**src/rtl/spi_sclk_frame_gen.sv**
```systemverilog
// SPI master serial-clock generator: prescaled SCLK bursts of a programmable
// number of cycles, with shift/sample strobes, busy/done/abort handshake and wait-mode freeze.
module spi_sclk_frame_gen #(
    parameter int SPPR_W  = 3,
    parameter int SPR_W   = 3,
    parameter int DIV_W   = 12,
    parameter int FRAME_W = 4
) (
    input  logic               PCLK,
    input  logic               PRESET_n,
    input  logic               enable_i,
    input  logic [1:0]         spi_mode_i,
    input  logic               spiswai_i,
    input  logic               ss_i,
    input  logic [SPPR_W-1:0]  sppr_i,
    input  logic [SPR_W-1:0]   spr_i,
    input  logic               cpol_i,
    input  logic               cpha_i,
    input  logic [FRAME_W-1:0] frame_len_i,
    input  logic               start_i,
    output logic               sclk_o,
    output logic               shift_o,
    output logic               sample_o,
    output logic               busy_o,
    output logic               frame_done_o,
    output logic               abort_o,
    output logic [FRAME_W-1:0] bit_cnt_o,
    output logic [DIV_W-1:0]   BaudRateDivisor_o
);

    if (DIV_W < SPPR_W + 2**SPR_W + 1) begin : g_div_w_check
        $error("spi_sclk_frame_gen: DIV_W too small for the largest divisor");
    end

    typedef enum logic [0:0] {
        ST_IDLE = 1'b0,
        ST_RUN  = 1'b1
    } state_t;

    state_t             state_r, state_nxt_s;
    logic [DIV_W-1:0]   cnt_r, cnt_nxt_s;
    logic [FRAME_W:0]   edge_r, edge_nxt_s;
    logic [FRAME_W-1:0] bit_r, bit_nxt_s;
    logic               sclk_r, sclk_nxt_s;
    logic               busy_r, busy_nxt_s;
    logic               done_r, done_nxt_s;
    logic               abort_r, abort_nxt_s;
    logic [SPPR_W-1:0]  sppr_l_r, sppr_l_nxt_s;
    logic [SPR_W-1:0]   spr_l_r, spr_l_nxt_s;
    logic               cpol_l_r, cpol_l_nxt_s;
    logic               cpha_l_r, cpha_l_nxt_s;
    logic [FRAME_W-1:0] fl_l_r, fl_l_nxt_s;
    logic [DIV_W-1:0]   div_r;

    logic [DIV_W-1:0]   half_m1_s;
    logic [SPR_W:0]     spr_p1_s;
    logic               frozen_s;
    logic               abort_req_s;
    logic               tick_s;
    logic               last_s;
    logic               strobe_s;
    logic               lead_s;
    logic               start_ok_s;

    // Half-period uses only the configuration captured when the frame started.
    assign half_m1_s   = ((DIV_W'(sppr_l_r) + DIV_W'(1)) << spr_l_r) - DIV_W'(1);
    assign spr_p1_s    = {1'b0, spr_i} + (SPR_W+1)'(1);
    assign frozen_s    = (spi_mode_i == 2'b01) && spiswai_i;
    assign abort_req_s = ss_i || !enable_i;
    assign tick_s      = (cnt_r == half_m1_s);
    // Edge index 2*frame_len+1 is the final trailing edge of the frame.
    assign last_s      = (edge_r == {fl_l_r, 1'b1});
    assign lead_s      = ~edge_r[0];
    assign strobe_s    = (state_r == ST_RUN) && !frozen_s && tick_s;
    assign start_ok_s  = start_i && enable_i && !ss_i;

    assign shift_o           = strobe_s && (lead_s ? cpha_l_r : !cpha_l_r);
    assign sample_o          = strobe_s && (lead_s ? !cpha_l_r : cpha_l_r);
    assign sclk_o            = sclk_r;
    assign busy_o            = busy_r;
    assign frame_done_o      = done_r;
    assign abort_o           = abort_r;
    assign bit_cnt_o         = bit_r;
    assign BaudRateDivisor_o = div_r;

    // Next-state and next-output logic for the frame sequencer.
    always_comb begin
        state_nxt_s  = state_r;
        cnt_nxt_s    = cnt_r;
        edge_nxt_s   = edge_r;
        bit_nxt_s    = bit_r;
        sclk_nxt_s   = sclk_r;
        busy_nxt_s   = busy_r;
        done_nxt_s   = 1'b0;
        abort_nxt_s  = 1'b0;
        sppr_l_nxt_s = sppr_l_r;
        spr_l_nxt_s  = spr_l_r;
        cpol_l_nxt_s = cpol_l_r;
        cpha_l_nxt_s = cpha_l_r;
        fl_l_nxt_s   = fl_l_r;
        case (state_r)
            ST_IDLE: begin
                sclk_nxt_s = cpol_i;
                cnt_nxt_s  = '0;
                edge_nxt_s = '0;
                bit_nxt_s  = '0;
                busy_nxt_s = 1'b0;
                if (start_ok_s) begin
                    state_nxt_s  = ST_RUN;
                    busy_nxt_s   = 1'b1;
                    sppr_l_nxt_s = sppr_i;
                    spr_l_nxt_s  = spr_i;
                    cpol_l_nxt_s = cpol_i;
                    cpha_l_nxt_s = cpha_i;
                    fl_l_nxt_s   = frame_len_i;
                end else begin
                    state_nxt_s = ST_IDLE;
                end
            end
            ST_RUN: begin
                if (abort_req_s) begin
                    state_nxt_s = ST_IDLE;
                    sclk_nxt_s  = cpol_l_r;
                    cnt_nxt_s   = '0;
                    edge_nxt_s  = '0;
                    bit_nxt_s   = '0;
                    busy_nxt_s  = 1'b0;
                    abort_nxt_s = 1'b1;
                end else if (frozen_s) begin
                    state_nxt_s = ST_RUN;
                end else if (tick_s) begin
                    cnt_nxt_s = '0;
                    if (last_s) begin
                        state_nxt_s = ST_IDLE;
                        sclk_nxt_s  = cpol_l_r;
                        edge_nxt_s  = '0;
                        bit_nxt_s   = '0;
                        busy_nxt_s  = 1'b0;
                        done_nxt_s  = 1'b1;
                    end else begin
                        sclk_nxt_s = ~sclk_r;
                        edge_nxt_s = edge_r + (FRAME_W+1)'(1);
                        if (edge_r[0]) begin
                            bit_nxt_s = bit_r + FRAME_W'(1);
                        end else begin
                            bit_nxt_s = bit_r;
                        end
                    end
                end else begin
                    cnt_nxt_s = cnt_r + DIV_W'(1);
                end
            end
            default: begin
                state_nxt_s = ST_IDLE;
                sclk_nxt_s  = cpol_i;
                cnt_nxt_s   = '0;
                edge_nxt_s  = '0;
                bit_nxt_s   = '0;
                busy_nxt_s  = 1'b0;
            end
        endcase
    end

    // State and output registers with synchronous active-low reset.
    always_ff @(posedge PCLK) begin
        if (!PRESET_n) begin
            state_r  <= ST_IDLE;
            cnt_r    <= '0;
            edge_r   <= '0;
            bit_r    <= '0;
            sclk_r   <= cpol_i;
            busy_r   <= 1'b0;
            done_r   <= 1'b0;
            abort_r  <= 1'b0;
            sppr_l_r <= '0;
            spr_l_r  <= '0;
            cpol_l_r <= 1'b0;
            cpha_l_r <= 1'b0;
            fl_l_r   <= '0;
            div_r    <= '0;
        end else begin
            state_r  <= state_nxt_s;
            cnt_r    <= cnt_nxt_s;
            edge_r   <= edge_nxt_s;
            bit_r    <= bit_nxt_s;
            sclk_r   <= sclk_nxt_s;
            busy_r   <= busy_nxt_s;
            done_r   <= done_nxt_s;
            abort_r  <= abort_nxt_s;
            sppr_l_r <= sppr_l_nxt_s;
            spr_l_r  <= spr_l_nxt_s;
            cpol_l_r <= cpol_l_nxt_s;
            cpha_l_r <= cpha_l_nxt_s;
            fl_l_r   <= fl_l_nxt_s;
            div_r    <= (DIV_W'(sppr_i) + DIV_W'(1)) << spr_p1_s;
        end
    end

endmodule

```
**config.mk**
```make
export PLATFORM = sky130hd
export DESIGN_NAME = spi_sclk_frame_gen
export DESIGN_NICKNAME = d
export VERILOG_FILES = /design/src/rtl/spi_sclk_frame_gen.sv
export SDC_FILE = /design/constraint.sdc
export NUM_CORES = 1
export LEC_CHECK = 0
export CAP_MARGIN = 30
export CORE_MARGIN = 8
export CORE_UTILIZATION = 25
export DETAILED_ROUTE_END_ITERATION = 8
export SETUP_SLACK_MARGIN = 0.3
export SLEW_MARGIN = 20
export SYNTH_ARGS = -nofsm -noshare
export SYNTH_HDL_FRONTEND = slang
export SYNTH_SLANG_ARGS = --single-unit
export TNS_END_PERCENT = 30
```
**constraint.sdc**
```tcl
create_clock -name PCLK -period 3.34 [get_ports PCLK]
set_input_delay 0.501 -clock PCLK [delete_from_list [all_inputs] [get_ports PCLK]]
set_output_delay 0.501 -clock PCLK [all_outputs]
set_load 0.02 [all_outputs]
```
# [Yosys cells after proc, flatten, opt, wreduce, memory -nomap -nowiden]
# Cells that the tools add are included.
[word_totals] mem_bits_ro=0 latch_bits=0 in_bits=20 n_memories=0 ff_bits=50 ram_bits=0 output_inout_bits=22 elab_cells=91
[op_classes] n_reduce_logical=19 shift=2 n_addsub=7 n_bitwise=4 mux=36 n_eq_ne=9 n_mul=0 n_div=0 magnitude_cmp=0
[ops] operator="2-to-1 mux 12 bit" n=3
[ops] operator="case mux 12 bit (2 select lines)" n=1
[ops] operator="2-to-1 mux 4 bit" n=5
[ops] operator="2-to-1 mux 5 bit" n=4
[ops] operator="2-to-1 mux 1 bit" n=18
[ops] operator="adder 12 x 1 -> 12 bit, second input constant" n=1
[ops] operator="adder 3 x 1 -> 4 bit, second input constant" n=3
[ops] operator="equality test 12 bit" n=1
[ops] operator="left shift 4 x 3 -> 12 bit" n=1
[ops] operator="left shift 4 x 4 -> 12 bit" n=1
[ops] operator="subtractor 12 x 1 -> 12 bit, second input constant" n=1
[ops] operator="case mux 5 bit (2 select lines)" n=1
[ops] operator="case mux 4 bit (2 select lines)" n=1
[ops] operator="AND reduction 2 bit" n=4
[ops] operator="logical AND 1 bit" n=7
[ops] operator="inequality test 3 x 1 -> 1 bit, second input constant" n=2
[ops] operator="case mux 1 bit (2 select lines)" n=3
[ops] operator="AND reduction 3 bit" n=2
[ops] operator="adder 5 x 1 -> 5 bit, second input constant" n=1
[ops] operator="equality test 5 bit" n=1
[ops] operator="OR reduction 5 bit" n=1
[ops] operator="adder 4 x 1 -> 4 bit, second input constant" n=1
[ops] operator="logical NOT 1 bit" n=4
[ops] operator="inequality test 4 x 1 -> 1 bit, second input constant" n=1
[ops] operator="6 further kinds" n=9

# [Logic depth before layout (Yosys ltp)]
# Gate-level depths: netlist of run 1.
[depth] word_depth=9 ltp_mapped=15 ltp_nobuf=13

# [Least setup slack after synthesis of run 1]
# Ideal clock, no wire load.
[synth_path] kind="register to register" start="reg sppr_l_r[1]" end="reg sclk_r (netlist: sclk_o) (enable)" setup_ps=340 path_buffers=2 required_ps=3000 stages_incl_launch_ff=15 setup_slack_ps=-219 arrival_time_ps=3219 synth_period_minus_slack_ps=3559 cell_sequence="dfxtp_1 -> ha_1 -> nand2b_1 -> buf_4 -> nand2_1 -> nand2_1 -> ha_1 -> xor2_1 -> or3_1 -> nand4_1 -> or4b_1 -> a2111o_1 -> or3_4 -> buf_6 -> o21ai_2"
[synth_via] elab_chain_cells=6
[synth_rtl] element="start: declaration" line_no="48" rtl="logic [SPPR_W-1:0] sppr_l_r, sppr_l_nxt_s;"
[synth_rtl] element="start signal: assignment" line_no="190" rtl="sppr_l_r <= sppr_l_nxt_s;"
[synth_rtl] element="adder 3 x 1 -> 4 bit" line_no="66" rtl="assign half_m1_s = ((DIV_W'(sppr_l_r) + DIV_W'(1)) << spr_l_r) - DIV_W'(1);"
[synth_rtl] element="left shift 4 x 3 -> 12 bit" line_no="66"
[synth_rtl] element="subtractor 12 x 1 -> 12 bit" line_no="66"
[synth_rtl] element="equality test 12 bit" line_no="70" rtl="assign tick_s = (cnt_r == half_m1_s);"
[synth_rtl] element="inequality test 4 x 2 -> 1 bit (no source line)"
[synth_rtl] element="AND reduction 2 bit (no source line)"
[synth_rtl] element="end signal: assignment" line_no="171" rtl="sclk_r <= cpol_i;"
[synth_rtl] element="end signal: assignment" line_no="186" rtl="sclk_r <= sclk_nxt_s;"
[synth_rtl] element="end: declaration" line_no="44" rtl="logic sclk_r, sclk_nxt_s;"
# No other way between the ends.
# A chain may end at the register's enable or synchronous reset.

# [Final worst setup path of run 1]
[layout_path] start="reg sppr_l_r[1]" end="out shift_o"
[layout_via] elab_chain_cells=6
[layout_rtl] element="adder 3 x 1 -> 4 bit" line_no="66"
[layout_rtl] element="left shift 4 x 3 -> 12 bit" line_no="66"
[layout_rtl] element="subtractor 12 x 1 -> 12 bit" line_no="66"
[layout_rtl] element="equality test 12 bit" line_no="70"
[layout_rtl] element="logical AND 1 bit" line_no="74" rtl="assign strobe_s = (state_r == ST_RUN) && !frozen_s && tick_s;"
[layout_rtl] element="logical AND 1 bit" line_no="77" rtl="assign shift_o = strobe_s && (lead_s ? cpha_l_r : !cpha_l_r);"
[layout_rtl] element="end: declaration" line_no="22" rtl="output logic shift_o,"
# No other way between the ends.

==> results of run 1 <==
==> registers in the layout, summed over array words and instances (netlist names) <==
name and count:
state_r 1, fl_l_r 4, bit_cnt_o 4, cpol_l_r 1, sppr_l_r 3, frame_done_o 1
cpha_l_r 1, spr_l_r 3, cnt_r 12, sclk_o 1, edge_r 5, abort_o 1
busy_o 1, BaudRateDivisor_o 12
==> tightest hold or removal path, delay by kind of cell (launching register included) <==
family,cells,cell delay [ns]
AO/OA/AOI/OAI,1,0.05
AND/OR/NAND/NOR,1,0.06
flip-flops,1,0.32
==> path summary, 6_finish.rpt <==
path	from	endpoint	slack, ns	depth (start not counted)
min	fl_l_r[3]$_SDFFE_PN0P_	fl_l_r[3]$_SDFFE_PN0P_	0.47	2
max	sppr_l_r[1]$_SDFFE_PN0P_	shift_o	-0.15	12
max reg2reg	sppr_l_r[1]$_SDFFE_PN0P_	busy_o$_SDFFE_PN0P_	-0.05	15
min reg2reg	fl_l_r[3]$_SDFFE_PN0P_	fl_l_r[3]$_SDFFE_PN0P_	0.47	2
==> per-layer routing <==
metal / up-vias / part of all wire / global-route usage
met2: 63 / 0.50 / 0.199
met3: 11 / 0.037 / 0.0179
li1: 1727 / - / -
met4: 0 / 0.017 / 0.0471
met5: - / 0 / 0
met1: 1642 / 0.45 / 0.136
==> layout make-up <==
cell class,instances,area share
inverters,11,0.00860
well taps,176,0.0459
clock buffers,5,0.0261
flip-flops and latches,50,0.213
clock inverters,3,0.00469
multi-input cells,338,0.500
repair buffers,109,0.202
==> kinds of logic after synthesis <==
group,count (synthesis)
AO/OA/AOI/OAI,94
XOR/XNOR,27
adder cells (fa/ha/maj),7
buffers and inverters,32
flip-flops,50
multiplexers,5
AND/OR/NAND/NOR,205
==> stage by stage <==
stage          setup slack, ns  cells  TNS (ns)  area, um^2
3_3_place_gp            -0.377    678     -2.13        4400
3_5_place_dp            -0.431    678     -2.41        4400
5_1_grt                 -0.304    692     -4.38        4800
4_1_cts                 -0.139    691     -1.98        4740
6_report                -0.149    692    -0.708        4800
2_1_floorplan          -0.0467    420   -0.0467        3410
==> cell usage in the layout (no fill, tap or decap), drive strengths merged, types with 13 or more instances in the layout <==
| master | synthesis | routed |
|---|---|---|
| a21oi | 28 | 28 |
| nand2 | 58 | 58 |
| dfxtp | 49 | 49 |
| inv | 11 | 13 |
| o21ai | 14 | 14 |
| nor2 | 39 | 39 |
| nand3 | 20 | 20 |
| buf | 9 | 70 |
| clkdlybuf4s50 | 0 | 39 |
| xnor2 | 19 | 19 |
==> power groups by stage <==
stage	combinational, W	sequential, W	clock [W]
floorplan	0.000190	0.000641	0
global placement	0.000335	0.000633	0
detailed placement	0.000339	0.000634	0
CTS	0.000380	0.000621	0.000532
global route	0.000422	0.000622	0.000551
finish	0.000390	0.000620	0.000516
==> repair_timing <==
action,in CTS,in global routing
endpoints found under the setup margin,27,27
pin swaps,12,7
buffers inserted,5,1
gates resized for setup,40,12
==> impl_results.md, run 1 <==
- Footprint of the multi-input gates: 0.00240 mm^2
- Switching power share of the total: 0.286
- Via count: 3443
- Max_slew headroom: 0.579
- Fmax: 287 MHz
- Design Power: 0.00153 W
- Pwr dens: 318 mW/mm^2
- Synth-to-Final Area Change: 44.6%
- XOR/XNOR share of the synthesized area: 0.0754
- Yosys reg bits: 50
- Startpoint types: flop
- Min Hold Slack: 0.474 ns
- Worst path top cell family by delay: simple AND/OR/NAND/NOR gates
- DR pass1 iterations: 4
- Synth top area share: 0.296
- Diode count: 0
- Data required, critical path: 2.84 ns
- Row cnt: 42
- Buf/Inv on CP: 2
- Die W: 131 um
- Internal power: 0.00109 W
- CP max stage cell: or4_4
- Post-Synthesis Cells: 420
- Max-slew violations: 0
- Detailed placement HPWL: 7.80 mm
- GP Congestion: 0.868
- Grt total ovfl: 0
- Final wirelength: 9.88 mm
- Reg clk slew, reported paths: 0.07 ns
- Starting DRT DRC Count: 95
- Post-synthesis compound-gate area fraction: 0.201
- Violated checks: negative setup slack
- Cell Chain, Critical Path: ha_4, nand2b_4, nand2_4, buf_4, or4_4, a211o_1, o2111a_1, a21oi_1, o21a_1, and3_4, and3b_1, buf_6
- Filler Cells Inserted: 1361
- Post-synth ARST share: 0
- Final Util: 0.367
- Synth Flop Type: dfxtp_1
- Synth Area in Adders: 0.0264
- Most common cell in the netlist: nand2_1
- P_sw: 0.000437 W
- Die Footprint: 0.0172 mm^2
- Max Fanout on Critical Path: 6
- Mux contribution to synthesized area: 0.0151
- Global-route usage over all layers: 0.114
- CORE AREA: 0.0131 mm^2
- Vias in the first global route: 3482
- Final setup viols: 19
- # Max-Cap Violations: 0
- Hold Path Class: flop to flop
- Synth top cells by count: nand2_1 (58), dfxtp_1 (49), nor2_1 (38)
- Min Tclk post-route: 3.49 ns
- Routed wire length per instance: 14.3 um
- Syn Nets: 447
- Post-synth EDFFs: 1
- Peak VDD IR: 0.000436 V
- RSZ-0062 raised after global routing: true
- Initial antenna violation count: 0
- CP endpoint kind: output pin
- Largest family of logic cells by synthesized area: simple AND/OR/NAND/NOR gates
- Final setup skew: 0.00985 ns
- H-tree depth: 2
- Status: finished, violations left
- Reg power frac: 0.406
- Final nets: 542
- Layout cell share with drive strength beyond 1: 0.254
- Boundary Pins: 42
- Leak Pwr: 1.74 nW
- CTS tree: yes
- Clk network pwr share: 0.338
- Vert. Die Dim: 131 um
- Final worst setup slack: -0.149 ns
- Clock buffer depth: 2
- CTS Buf Count: 5
- Clock Latency Late Sink: 0.29 ns
- TritonCTS Sinks: 50
- Drc violations: 0
- Largest net degree at the start of global routing: 18
- Number of port buffers: 41
- Cell Area, Synth: 0.00332 mm^2
- CP max stage delay: 0.49 ns
- Syn Area/Cell: 7.90 um^2
- Initial core utilization: 0.254
- Final hold vios: 0
- Worst Max-Slew Pin Slew: 0.626 ns
- Post-synthesis cell type count: 69
- Final worst-path cycle share: 1.04
- Post-Synth Simple-Gate Area: 0.329
- CTS Root Cell: clkbuf_16
- DR vias/cell: 4.98
- Worst endpoint data arrival time: 2.99 ns
- Critical path class: flop to output pin
- Seq/Total Area, Yosys: 0.305
- Post-route ant nets: 0
- Synth warn: 0
- Cts hold-fix bufs: 0
- Register area: 0.00102 mm^2
- Logic gate share of total power: 0.256
- Cell taking the most area after synthesis: dfxtp_1
- First-pass GRT wire length: 16.8 mm
- Top area cells in the synthesized netlist: dfxtp_1 (30%), nand2_1 (6.6%), xnor2_1 (5.0%)
Power figures use the tool's default switching activity.
==> run 2: changes to the inputs <==
--- a/config.mk
+++ b/config.mk
@@ -10,7 +10,6 @@
 export CORE_UTILIZATION = 25
 export DETAILED_ROUTE_END_ITERATION = 8
 export SETUP_SLACK_MARGIN = 0.3
-export SLEW_MARGIN = 20
 export SYNTH_ARGS = -nofsm -noshare
 export SYNTH_HDL_FRONTEND = slang
 export SYNTH_SLANG_ARGS = --single-unit
==> results of run 2 <==
No change in the layout: final DEF, timing and power equal those of run 1.
==> run 3: changes to the inputs <==
--- a/config.mk
+++ b/config.mk
@@ -5,7 +5,6 @@
 export SDC_FILE = /design/constraint.sdc
 export NUM_CORES = 1
 export LEC_CHECK = 0
-export CAP_MARGIN = 30
 export CORE_MARGIN = 8
 export CORE_UTILIZATION = 25
 export DETAILED_ROUTE_END_ITERATION = 8
==> results of run 3 <==
No change in the layout: final DEF, timing and power equal those of run 1.
